--- src/rtl/plic_pkg.sv ---
// plic_pkg: shared PLIC types, ID width helper and post-claim blanking lengths.
package plic_pkg;
  localparam int PW_MAX = 8;
  localparam int IW_MAX = 16;
  localparam logic [1:0] BLANK_PIPE = 2'd3;
  localparam logic [1:0] BLANK_COMB = 2'd2;
  typedef struct packed {
    logic [PW_MAX-1:0] prio;
    logic [IW_MAX-1:0] id;
  } prio_id_t;
  function automatic int id_width(input int sources);
    return $clog2(sources + 1);
  endfunction
endpackage

--- src/rtl/plic_priority_index.sv ---
// plic_priority_index: combinational max-priority tree over {prio, id} pairs; ties go to the lower ID.
module plic_priority_index import plic_pkg::*; #(
  parameter int SOURCES = 16,
  parameter int PRIORITY_BITS = 3
) (
  input  logic [SOURCES-1:0][PRIORITY_BITS-1:0] prio_i,
  output prio_id_t                              best_o
);
  localparam int LEAVES = 1 << $clog2(SOURCES);
  prio_id_t node [2*LEAVES-1];
  for (genvar l = 0; l < LEAVES; l++) begin : g_leaf
    if (l < SOURCES) begin : g_src
      assign node[LEAVES-1+l] = '{prio: PW_MAX'(prio_i[l]), id: IW_MAX'(l + 1)};
    end else begin : g_pad
      assign node[LEAVES-1+l] = '0;
    end
  end
  // Leaves are in ID order, so preferring the left child on ties keeps the lower ID.
  for (genvar n = 0; n < LEAVES - 1; n++) begin : g_node
    assign node[n] = node[2*n+1].prio >= node[2*n+2].prio ? node[2*n+1] : node[2*n+2];
  end
  assign best_o = node[0];
endmodule

--- src/rtl/plic_target.sv ---
// plic_target: per-target PLIC arbitration, claim/complete strobes and post-claim blanking.
// Defining PLIC_TARGET_PIPE_EN adds the S2 register (3-cycle latency, 3 blanking cycles).
module plic_target import plic_pkg::*; #(
  parameter  int SOURCES       = 16,
  parameter  int PRIORITIES    = 8,
  localparam int PRIORITY_BITS = $clog2(PRIORITIES),
  localparam int IW            = id_width(SOURCES)
) (
  input  logic                                  clk,
  input  logic                                  rst,
  input  logic [SOURCES-1:0]                    ip_i,
  input  logic [SOURCES-1:0]                    ie_i,
  input  logic [SOURCES-1:0][PRIORITY_BITS-1:0] priority_i,
  input  logic [PRIORITY_BITS-1:0]              threshold_i,
  output logic                                  ireq_o,
  output logic [IW-1:0]                         id_o,
  input  logic                                  claim_req_i,
  output logic [IW-1:0]                         claim_id_o,
  output logic [SOURCES-1:0]                    claim_o,
  input  logic                                  complete_req_i,
  input  logic [IW-1:0]                         complete_id_i,
  output logic [SOURCES-1:0]                    complete_o
);
  logic [SOURCES-1:0][PRIORITY_BITS-1:0] mprio_q, mprio_d;
  prio_id_t tree, best;
  logic [1:0] blank_q, blank_d;
  logic ireq_q, ireq_d, accept, cmp_ok;
  logic [IW-1:0] id_q, id_d, claim_id_q, claim_id_d;
  logic [SOURCES-1:0] claim_q, claim_d, complete_q, complete_d;

  plic_priority_index #(.SOURCES(SOURCES), .PRIORITY_BITS(PRIORITY_BITS)) u_tree (
    .prio_i(mprio_q),
    .best_o(tree)
  );

`ifdef PLIC_TARGET_PIPE_EN
  localparam logic [1:0] BLANK = BLANK_PIPE;
  prio_id_t best_q;
  always_ff @(posedge clk)
    best_q <= rst ? '0 : tree;
  assign best = best_q;
`else
  localparam logic [1:0] BLANK = BLANK_COMB;
  assign best = tree;
`endif

  // The claimed source is masked while its strobe is out, since the gateway's ip only drops a cycle later.
  always_comb begin
    for (int i = 0; i < SOURCES; i++)
      mprio_d[i] = ip_i[i] & ie_i[i] & ~claim_q[i] ? priority_i[i] : '0;
    accept     = claim_req_i && id_q != '0;
    ireq_d     = !accept && blank_q <= 2'd1 && best.prio > PW_MAX'(threshold_i) && best.id != '0;
    id_d       = ireq_d ? best.id[IW-1:0] : '0;
    claim_id_d = claim_req_i ? id_q : claim_id_q;
    claim_d    = accept ? SOURCES'(1) << (id_q - 1'b1) : '0;
    blank_d    = accept ? BLANK : blank_q - (blank_q != 2'd0 ? 2'd1 : 2'd0);
    cmp_ok     = complete_req_i && complete_id_i != '0 && complete_id_i <= IW'(SOURCES);
    complete_d = cmp_ok ? SOURCES'(1) << (complete_id_i - 1'b1) : '0;
  end

  always_ff @(posedge clk) begin
    if (rst) begin
      mprio_q    <= '0;
      ireq_q     <= 1'b0;
      id_q       <= '0;
      claim_id_q <= '0;
      claim_q    <= '0;
      complete_q <= '0;
      blank_q    <= '0;
    end else begin
      mprio_q    <= mprio_d;
      ireq_q     <= ireq_d;
      id_q       <= id_d;
      claim_id_q <= claim_id_d;
      claim_q    <= claim_d;
      complete_q <= complete_d;
      blank_q    <= blank_d;
    end
  end

  assign ireq_o     = ireq_q;
  assign id_o       = id_q;
  assign claim_id_o = claim_id_q;
  assign claim_o    = claim_q;
  assign complete_o = complete_q;
endmodule

--- config.mk ---
export PLATFORM = sky130hd
export DESIGN_NAME = plic_target
export DESIGN_NICKNAME = d
export VERILOG_FILES = /design/src/rtl/plic_pkg.sv /design/src/rtl/plic_priority_index.sv /design/src/rtl/plic_target.sv
export SDC_FILE = /design/constraint.sdc
export NUM_CORES = 1
export LEC_CHECK = 0
export BUFFER_PORTS_ARGS = -buffer_cell sky130_fd_sc_hd__buf_4
export CAP_MARGIN = 25
export CORE_AREA = 2 2 92 103
export DETAILED_ROUTE_END_ITERATION = 7
export DIE_AREA = 0 0 94 105
export HOLD_SLACK_MARGIN = 0.05
export PLACE_DENSITY = 0.78
export SLEW_MARGIN = 20
export SYNTH_ARGS = -nofsm -noshare
export SYNTH_HDL_FRONTEND = slang
export SYNTH_SLANG_ARGS = --single-unit
--- constraint.sdc ---
create_clock -name clk -period 7.9 [get_ports clk]
set_input_delay 0.395 -clock clk [delete_from_list [all_inputs] [get_ports clk]]
set_output_delay 0.395 -clock clk [all_outputs]
set_load 0.01 [all_outputs]
**After elaboration in Yosys (flattened, before gate mapping)**

Index checks and enable logic that the tools add are counted.

- $add $sub $neg: 3
- Magnitude comparators: 18
- Shift-type cells: 2
- Mux-type cells: 17
- Bitwise gates (word level): 67
- Reductions and logical operators: 31

Operators with widths:

| kind | number |
|---|---|
| $mux 19 | 15 |
| $ge 3x3->1 | 15 |
| $reduce_or 2->1 | 20 |
| $not 1->1 | 35 |
| $and 1x1->1 | 32 |
| $shl 1x5->16 const A | 2 |
| $reduce_bool 16->1 | 1 |
| $reduce_bool 5->1 | 2 |
| $sub 5x1->5 const B | 2 |
| $gt 8x3->1 | 1 |
| $logic_and 1x1->1 | 6 |
| $le 5x5->1 const B | 1 |
| $le 2x1->1 const B | 1 |
| $mux 2 | 1 |
| $reduce_bool 2->1 | 1 |
| $sub 2x1->2 | 1 |
| $logic_not 1->1 | 1 |
| $mux 1 | 1 |

- Bits in registers: 93
- Output and inout bits: 43

**Logic depth before layout (Yosys ltp)**

Gate-level depths: netlist (run 1).

- Word-level depth: 13
- Gate-level depth with buffers: 32
- Mapped depth without buffers: 31

**By module**

Synthesis (run 1) repeated with hierarchy kept, for this count alone.

- Cell total of the unflattened synthesis: 530
- Area, all modules: 4932.2 um^2

By module, submodules not included:

| module | instances | cells each | area an instance (um^2) | sequential area each (um^2) |
|---|---|---|---|---|
| plic_target | 1 | 272 | 2984.1 | 1861.8 |
| plic_priority_index | 1 | 258 | 1948.1 | 0.0 |

**Worst setup path before layout (run 1)**

Ideal clock, no wire load.

- Kind: register to register
- Start: register mprio_q[23] in the netlist's numbering
- End: register id_q[1], in the netlist id_o[1]
- Setup time: 0.086 ns
- Arrival time: 5.448 ns
- Required time: 7.814 ns
- Setup slack: 2.367 ns
- Cell stages (with the launch flop): 27
- Period minus slack after synthesis: 5.533 ns
- Cell sequence: dfxtp_1 -> inv_1 -> ha_1 -> nand2_1 -> o21ai_1 -> mux2i_1 -> inv_1 -> ha_1 -> nor2b_1 -> o21ai_1 -> mux2_2 -> ha_1 -> o21ai_0 -> a21oi_1 -> mux2i_1 -> ha_1 -> o21ai_0 -> a21o_1 -> clkbuf_1 -> nand3_1 -> o311ai_2 -> ha_1 -> a31oi_1 -> o21ai_0 -> nor2_1 -> o21ai_0 -> a211oi_1

- Cells in the longest elaborated chain, start to end: 13

Ends and longest elaborated chain:

| element | line | text |
|---|---|---|
| start, declared | plic_target.sv:24 | `logic [SOURCES-1:0][PRIORITY_BITS-1:0] mprio_q, mprio_d;` |
| start signal, assigned | plic_target.sv:71 | `mprio_q <= mprio_d;` |
| $ge 3x3->1 | plic_priority_index.sv:20 | `assign node[n] = node[2*n+1].prio >= node[2*n+2].prio ? node[2*n+1] : node[2*n+2];` |
| $mux 19 * | plic_priority_index.sv:20 |  |
| $ge 3x3->1 | plic_priority_index.sv:20 |  |
| $mux 19 * | plic_priority_index.sv:20 |  |
| $ge 3x3->1 | plic_priority_index.sv:20 |  |
| $mux 19 * | plic_priority_index.sv:20 |  |
| $ge 3x3->1 | plic_priority_index.sv:20 |  |
| $mux 19 * | plic_priority_index.sv:20 |  |
| $gt 8x3->1 | plic_target.sv:52 | `ireq_d = !accept && blank_q <= 2'd1 && best.prio > PW_MAX'(threshold_i) && best.id != '0;` |
| $logic_and 1x1->1 (2 in series) | plic_target.sv:52 |  |
| $not 1->1 (no source line) | n/a |  |
| $reduce_or 2->1 (no source line) | n/a |  |
| end signal, assigned | plic_target.sv:73 | `id_q <= id_d;` |
| end, declared | plic_target.sv:28 | `logic [IW-1:0] id_q, id_d, claim_id_q, claim_id_d;` |

Every way passes the cells marked *; elsewhere a longest branch is shown, timed or not.
A chain may end at the register's enable or synchronous reset.

**Worst setup path in the final report (run 1)**

- Start: register mprio_q[35] in the netlist's numbering
- End: register id_q[1], in the netlist id_o[1]

The elaborated chain is that of the path after synthesis.

==> results of run 1 <==
-- layout make-up --
cell class | instances | share of cell area
clock buffer | 9 | 0.0212
clock inverter | 7 | 0.0122
inverter | 45 | 0.0289
multi-input combinational | 340 | 0.422
sequential | 93 | 0.319
tap | 114 | 0.0244
timing repair buffer | 134 | 0.172
-- worst register-to-register path, stage by stage, from the launching register on --
cell	delay [ns]
sky130_fd_sc_hd__dfxtp_1	0.33
sky130_fd_sc_hd__inv_1	0.05
sky130_fd_sc_hd__ha_1	0.29
sky130_fd_sc_hd__nand2_1	0.06
sky130_fd_sc_hd__o21ai_1	0.35
sky130_fd_sc_hd__mux2i_1	0.32
sky130_fd_sc_hd__inv_1	0.07
sky130_fd_sc_hd__ha_1	0.27
sky130_fd_sc_hd__o21ai_0	0.08
sky130_fd_sc_hd__a21oi_1	0.43
sky130_fd_sc_hd__mux2_2	0.43
sky130_fd_sc_hd__ha_1	0.28
sky130_fd_sc_hd__nand2b_1	0.10
sky130_fd_sc_hd__a21oi_1	0.08
sky130_fd_sc_hd__o21bai_1	0.55
sky130_fd_sc_hd__nor2_1	0.14
sky130_fd_sc_hd__a21oi_1	0.20
sky130_fd_sc_hd__ha_1	0.26
sky130_fd_sc_hd__nor2_1	0.15
sky130_fd_sc_hd__a21o_1	0.28
sky130_fd_sc_hd__nor2_1	0.08
sky130_fd_sc_hd__a21oi_1	0.17
sky130_fd_sc_hd__ha_1	0.27
sky130_fd_sc_hd__a31oi_1	0.15
sky130_fd_sc_hd__o21ai_0	0.09
sky130_fd_sc_hd__nor2_1	0.34
sky130_fd_sc_hd__o21ai_0	0.16
sky130_fd_sc_hd__a211oi_1	0.17
-- how the worst max path moves through the flow --
stage,start,to,slack [ns],cells after the start
3_3_place_gp,mprio_q[23],id_o[0],1.94,25
3_5_place_dp,mprio_q[18],id_o[1],1.74,25
5_1_grt,mprio_q[35],id_o[1],0.97,27
2_1_floorplan,mprio_q[23],id_o[1],2.37,26
6_report,mprio_q[35],id_o[1],1.68,27
4_1_cts,mprio_q[35],id_o[1],1.70,27
-- cells in the final DEF, fill, tap and decap left out, drive strengths merged, types with 2 or more instances in the layout --
cell / netlist / final
a21o: 4 / 4
a21oi: 22 / 22
a31oi: 2 / 2
and2: 49 / 49
buf: 0 / 134
clkbuf: 5 / 9
clkinv: 0 / 3
clkinvlp: 0 / 2
dfxtp: 93 / 93
ha: 46 / 46
inv: 45 / 47
mux2: 8 / 8
mux2i: 35 / 35
nand2: 23 / 23
nand2b: 9 / 9
nand3: 7 / 7
nand3b: 3 / 3
nor2: 55 / 55
nor2b: 12 / 12
nor3: 8 / 8
nor3b: 2 / 2
nor4: 2 / 2
nor4bb: 16 / 16
o211ai: 3 / 3
o21ai: 21 / 21
-- state kept, by name, summed over array words and instances, names as in the netlist --
register and count:
ireq_o 1, complete_o 16, claim_id_o 5, blank_q 2, mprio_q 48, claim_o 16
id_o 5
-- cell families (layout without fill, tap and decap cells) --
family,Yosys count,count (layout),synth area share
AND/OR/NAND/NOR,190,190,0.232
flip-flops,93,93,0.413
AO/OA/AOI/OAI,60,60,0.0846
buffers and inverters,50,195,0.0416
adder cells (fa/ha/maj),47,47,0.130
multiplexers,43,43,0.0985
-- power groups by stage --
stage / clock, mW / sequential [mW] / combinational [mW]
2_1_floorplan: 0 / 0.511 / 0.130
3_3_place_gp: 0 / 0.513 / 0.204
3_5_place_dp: 0 / 0.513 / 0.212
4_1_cts: 0.314 / 0.503 / 0.215
5_1_grt: 0.333 / 0.505 / 0.238
6_report: 0.311 / 0.503 / 0.214
-- routing by layer --
metal  vias up  GRT usage  share of wire
met5         -          0              0
met4         0     0.0704          0.018
met3        18     0.0620          0.061
met2       103      0.404           0.52
met1      1762      0.251           0.40
li1       1926          -              -
-- through the flow --
stage | cell area (µm²) | power [mW] | hold WS [ns]
2_1_floorplan | 4510 | 0.641 | 0.398
3_3_place_gp | 5640 | 0.717 | 0.405
3_5_place_dp | 5640 | 0.725 | 0.422
4_1_cts | 5840 | 1.03 | 0.196
5_1_grt | 5840 | 1.08 | 0.203
6_report | 5840 | 1.03 | 0.208
==> run summary, run 1 <==
## Detailed routing
* 10.8 mm — Total Routed Length
* 3809 — routed vias
* 93 — DRC violation total after the first TritonRoute iteration
* 5.13 — Via-to-Cell Ratio
* 14.5 µm — WL/cell
* 0 — ANT nets after route
* 0 — Remaining DRCs
* 4 — Detailed Routing Iterations Pass 1

## Cells and area
* 742 — post-layout instance count excluding filler cells
* 0.664 — Util after Layout
* 29.4% — layout overhead on the synthesized area
* 1860 µm² — area taken by flip-flops and latches
* 2460 µm² — multi-input logic area
* 740 — layout filler cell count
* 0 — number of inserted diodes
* 0.264 — layout cell share with drive strength beyond 1
* 761 — final layout net count

## Synthesis
* 0 — number of flops mapped to enable cells by yosys
* 0 — async set or reset register ratio after synthesis
* 4510 µm² — post-synthesis instance area
* sky130_fd_sc_hd__dfxtp_1 — cell type contributing the most total cell area after synthesis
* 0.413 — area fraction of the dominant cell type after synthesis
* 483 — number of cells produced by synthesis
* sky130_fd_sc_hd__dfxtp_1 (93), sky130_fd_sc_hd__nor2_1 (55), sky130_fd_sc_hd__and2_1 (49) — list of most frequent post-synthesis cells
* 40 — number of distinct standard cells referenced by the synthesized netlist
* 9.34 µm² — mean cell area of the mapped netlist
* 0.413 — portion of the post-synthesis area used by sequential elements
* sky130_fd_sc_hd__dfxtp_1 — top-count cell post-synth
* sky130_fd_sc_hd__dfxtp_1 — prevailing post-synth register cell
* 93 — register bit count reported by yosys
* 621 — Synth Net Count
* 0 — Yosys Warn Count
* sky130_fd_sc_hd__dfxtp_1 (41%), sky130_fd_sc_hd__ha_1 (13%), sky130_fd_sc_hd__mux2i_1 (7.8%) — top cells by area, synth

## Place
* 0.843 — gpl congestion
* 726 — number of instances in the placed design
* 1.74 ns — DP Worst Slack
* 134 — I/O Buffers
* 8.82 mm — HPWL after DPL

## Clock tree
* 0.37 ns — source-to-sink clock delay at the later pin of the worst-skew pair
* 0 — Setup Fix Bufs, Post-CTS
* 93 — clk sink count
* 9 — number of buffers added by the clock tree synthesis step
* 2 — buffer levels on the longest clock path
* 0 — Post-CTS Resized
* sky130_fd_sc_hd__clkbuf_8 — root buf cell
* 0.10 ns — Clk pin slew, worst setup/hold paths
* yes — CTS tree
* 0 — Post-CTS Hold Fix Bufs
* 3 — H-tree level count

## Critical path
* 8.20 ns — Req. time, crit path
* 6.51 ns — worst path arrival time
* sky130_fd_sc_hd__o21bai_1 — standard cell with the maximum stage delay on the critical path
* sky130_fd_sc_hd__ha_1 — most frequent cell on the critical path
* 2 — Worst Path Buf+Inv
* 1.68 ns — setup slack, reg-to-reg
* register — critical path endpoint category
* 0.55 ns — CP max stage delay
* register — startpoint type of the worst setup path
* 12 — Worst Path Max Fanout
* register to register — type of the worst setup path
* id_o[1] — terminus of the critical flop-to-flop path
* mprio_q[35] — RR Startpoint
* compound AO/OA/AOI/OAI gates — cell type group with the largest total delay on the critical path
* 27 — depth of the worst register-to-register path

## Floorplan
* 135 — Ports
* 0.514 — initial standard-cell utilization of the core
* 8780 µm² — area of the core region
* 105 µm — Die Ht
* 36 — total number of placement rows
* 94 µm — Horiz. Die Dim
* 9870 µm² — die outline area

## STA
* 1.68 ns — setup ws final
* 0 — endpoints failing hold
* 0 ns — TNS Setup
* 0.00979 ns — maximum clock skew at final layout
* 0 — max-slew violation count
* 0 — number of setup violations in the final report
* 0.757 ns — Least-Margin Pin Slew
* no — RSZ-0062 raised after global routing
* 6.22 ns — crit path time final
* 0.495 — remaining max-slew budget at the tightest pin
* 161 MHz — maximum clock frequency
* 0.787 — final critical-path share of the clock period

## Global routing
* 0.224 — all-layer global routing usage
* 17.4 mm — global-route wire length before repair
* 0 — total overflow reported by the global router
* 3979 — vias in the first global route
* 31 — pin count of the biggest net entering global routing
* 0 — initial antenna violation count

## Pwr
* 176 nW/µm² — total power per unit cell area
* 0.303 — clock network fraction of design power
* 0.307 — net switching fraction of the power
* 0.489 — Seq pwr share
* 0.113 mV — IR drop worst, VDD
* 0.712 mW — internal power contribution
* 0.208 — combinational power share
* 0.315 mW — Switch Pwr
* 2.85 nW — leakage power

## Outcome
* finished clean — result of the run

## Worst hold path
* complete_id_i[0] — origin of the worst min-delay path
* 2 — Worst Hold Path Cells
* complete_o[15] — Worst Hold End
* input pin to register — worst hold path type

## Job
* 0 — max-capacitance violation count

No activity file was read; power rests on OpenSTA's default activity.
==> inputs of run 2 (changes only) <==
CORE_AREA = 2 2 97 108   (was 2 2 92 103)
DIE_AREA = 0 0 99 110   (was 0 0 94 105)
PLACE_DENSITY = 0.74   (was 0.78)
clock period = 5.1 ns   (was 7.9 ns; I/O delays follow)
==> run 2 against run 1 <==
Against the previous run: the flow now finishes with violations (setup timing); via count grew 4.3%; worst setup slack lost 1.9 ns; clock skew grew 0.0023 ns; hold slack lost 0.13 ns; first-iteration DRC count grew 13%; sequential power grew 55%; cell area grew 14%; fmax grew 17%.
==> run summary, run 2 (synthesis results as in run 1) <==
## Floorplan
* 110 µm — Die Ht
* 10900 µm² — die outline area
* 38 — total number of placement rows
* 9750 µm² — area of the core region
* 135 — Ports
* 99 µm — Horiz. Die Dim
* 0.463 — initial standard-cell utilization of the core

## Worst hold path
* mprio_q[9] — Worst Hold End
* input pin to register — worst hold path type
* priority_i[9] — origin of the worst min-delay path
* 2 — Worst Hold Path Cells

## Critical path
* sky130_fd_sc_hd__a21oi_2 — standard cell with the maximum stage delay on the critical path
* sky130_fd_sc_hd__ha_1 — most frequent cell on the critical path
* -0.23 ns — setup slack, reg-to-reg
* mprio_q[17] — RR Startpoint
* register — critical path endpoint category
* register to register — type of the worst setup path
* 26 — depth of the worst register-to-register path
* 0.36 ns — CP max stage delay
* register — startpoint type of the worst setup path
* 5.40 ns — Req. time, crit path
* id_o[1] — terminus of the critical flop-to-flop path
* 8 — Worst Path Max Fanout
* 5.63 ns — worst path arrival time

## Pwr
* 0.204 mV — IR drop worst, VDD
* 0.285 — net switching fraction of the power
* 3.02 nW — leakage power
* 1.29 mW — internal power contribution
* 0.305 — clock network fraction of design power
* 0.434 — Seq pwr share
* 271 nW/µm² — total power per unit cell area
* 0.511 mW — Switch Pwr
* 0.261 — combinational power share

## Global routing
* 0.219 — all-layer global routing usage
* 0 — total overflow reported by the global router
* 31 — pin count of the biggest net entering global routing
* 0 — initial antenna violation count
* 18.8 mm — global-route wire length before repair
* 4109 — vias in the first global route

## Place
* -0.263 ns — DP Worst Slack
* 0.886 — gpl congestion
* 747 — number of instances in the placed design
* 8.87 mm — HPWL after DPL
* 134 — I/O Buffers

## STA
* 0.0121 ns — maximum clock skew at final layout
* 187 MHz — maximum clock frequency
* -0.234 ns — setup ws final
* 0 — max-slew violation count
* 1.05 — final critical-path share of the clock period
* 0 — endpoints failing hold
* yes — RSZ-0062 raised after global routing
* 5.33 ns — crit path time final
* 6 — number of setup violations in the final report
* 0.498 ns — Least-Margin Pin Slew
* 0.664 — remaining max-slew budget at the tightest pin

## Detailed routing
* 15.7 µm — WL/cell
* 12.3 mm — Total Routed Length
* 4 — Detailed Routing Iterations Pass 1
* 3973 — routed vias
* 0 — ANT nets after route
* 0 — Remaining DRCs
* 105 — DRC violation total after the first TritonRoute iteration
* 5.07 — Via-to-Cell Ratio

## Cells and area
* sky130_fd_sc_hd__buf_4 (171), sky130_fd_sc_hd__dfxtp_1 (82), sky130_fd_sc_hd__nor2_1 (50) — leading cell types in the layout, fill and taps excluded
* 743 — layout filler cell count
* 784 — post-layout instance count excluding filler cells
* 47.1% — layout overhead on the synthesized area
* sky130_fd_sc_hd__buf_4 — leading cell type in the layout, fill and taps excluded
* 0.437 — layout cell share with drive strength beyond 1
* 0 — number of inserted diodes
* 798 — final layout net count
* mprio_q — Most flops, register
* 48 — flip-flop count of the largest register after layout

## Outcome
* setup timing — failing checks
* finished with violations — result of the run

## Clock tree
* 0.37 ns — source-to-sink clock delay at the later pin of the worst-skew pair
* 0.10 ns — Clk pin slew, worst setup/hold paths
* 93 — clk sink count
* 2 — buffer levels on the longest clock path
* 9 — number of buffers added by the clock tree synthesis step
* 0 — Post-CTS Hold Fix Bufs
* 3 — H-tree level count
* yes — CTS tree
* sky130_fd_sc_hd__clkbuf_8 — root buf cell

## Job
* 0 — max-capacitance violation count

-- run 2: cell count changes in the layout (fill, tap and decap cells not counted), moves of 12 or more --
cell / previous run / this run
sky130_fd_sc_hd__a21oi_1: 21 / 8
sky130_fd_sc_hd__mux2i_2: 0 / 16
sky130_fd_sc_hd__buf_4: 134 / 171
sky130_fd_sc_hd__mux2i_1: 35 / 12
sky130_fd_sc_hd__a21oi_2: 1 / 13
-- run 2: cell type report --
class | count | area, µm² | share of cell area
sequential | 93 | 1880 | 0.283
tap | 120 | 150 | 0.0226
clock inverter | 5 | 85.1 | 0.0128
multi-input combinational | 340 | 2930 | 0.442
timing repair buffer | 171 | 1280 | 0.194
clock buffer | 10 | 138 | 0.0207
inverter | 45 | 169 | 0.0255
-- run 2: metrics by stage --
step                       util  cell area, µm²  hold WS (ns)  power, mW  TNS, ns
final                     0.681            6630        0.0824       1.80    -1.05
after global routing      0.681            6630        0.0820       1.87    -2.76
after CTS                 0.631            6150        0.0722       1.72  -0.0828
after detailed placement  0.596            5810         0.417       1.16   -0.920
after global placement    0.596            5810         0.404       1.14   -0.151
after floorplan               -            4570         0.331       1.01   -0.296
-- run 2: routing by layer --
layer | vias up | global-route usage | wire, µm
met5 | - | 0 | 0
met1 | 1803 | 0.248 | 4910
met2 | 141 | 0.393 | 6200
met4 | 0 | 0.102 | 353
li1 | 1997 | - | -
met3 | 32 | 0.0511 | 827
-- run 2: power groups by stage --
stage / combinational [mW] / clock (mW) / sequential [mW]
detailed placement: 0.366 / 0 / 0.793
CTS: 0.388 / 0.556 / 0.777
global route: 0.511 / 0.580 / 0.783
global placement: 0.350 / 0 / 0.793
floorplan: 0.217 / 0 / 0.792
finish: 0.470 / 0.548 / 0.780
-- run 2: how the worst max path moves through the flow --
| stage | startpoint | to | slack (ns) |
|---|---|---|---|
| 5_1_grt | mprio_q[11] | id_o[1] | -0.52 |
| 6_report | mprio_q[17] | id_o[1] | -0.23 |
| 3_3_place_gp | mprio_q[41] | id_o[1] | -0.07 |
| 3_5_place_dp | mprio_q[12] | id_o[1] | -0.26 |
| 2_1_floorplan | mprio_q[47] | id_o[1] | -0.09 |
| 4_1_cts | mprio_q[24] | id_o[3] | -0.03 |
-- run 2: what timing repair did --
item	in CTS	in global routing
pin swaps	8	28
buffers inserted	6	16
endpoints found under the setup margin	6	6
resized for setup	17	80
-- run 2: worst max-delay path, delay by kind of cell (launching register included) --
family,cells,cell delay [ns]
DFF,1,0.34
buffers and inverters,3,0.36
and+or+nand+nor,4,0.58
muxes,3,0.75
AOI/OAI and AO/OA,11,1.82
adders and majority gates,5,1.42
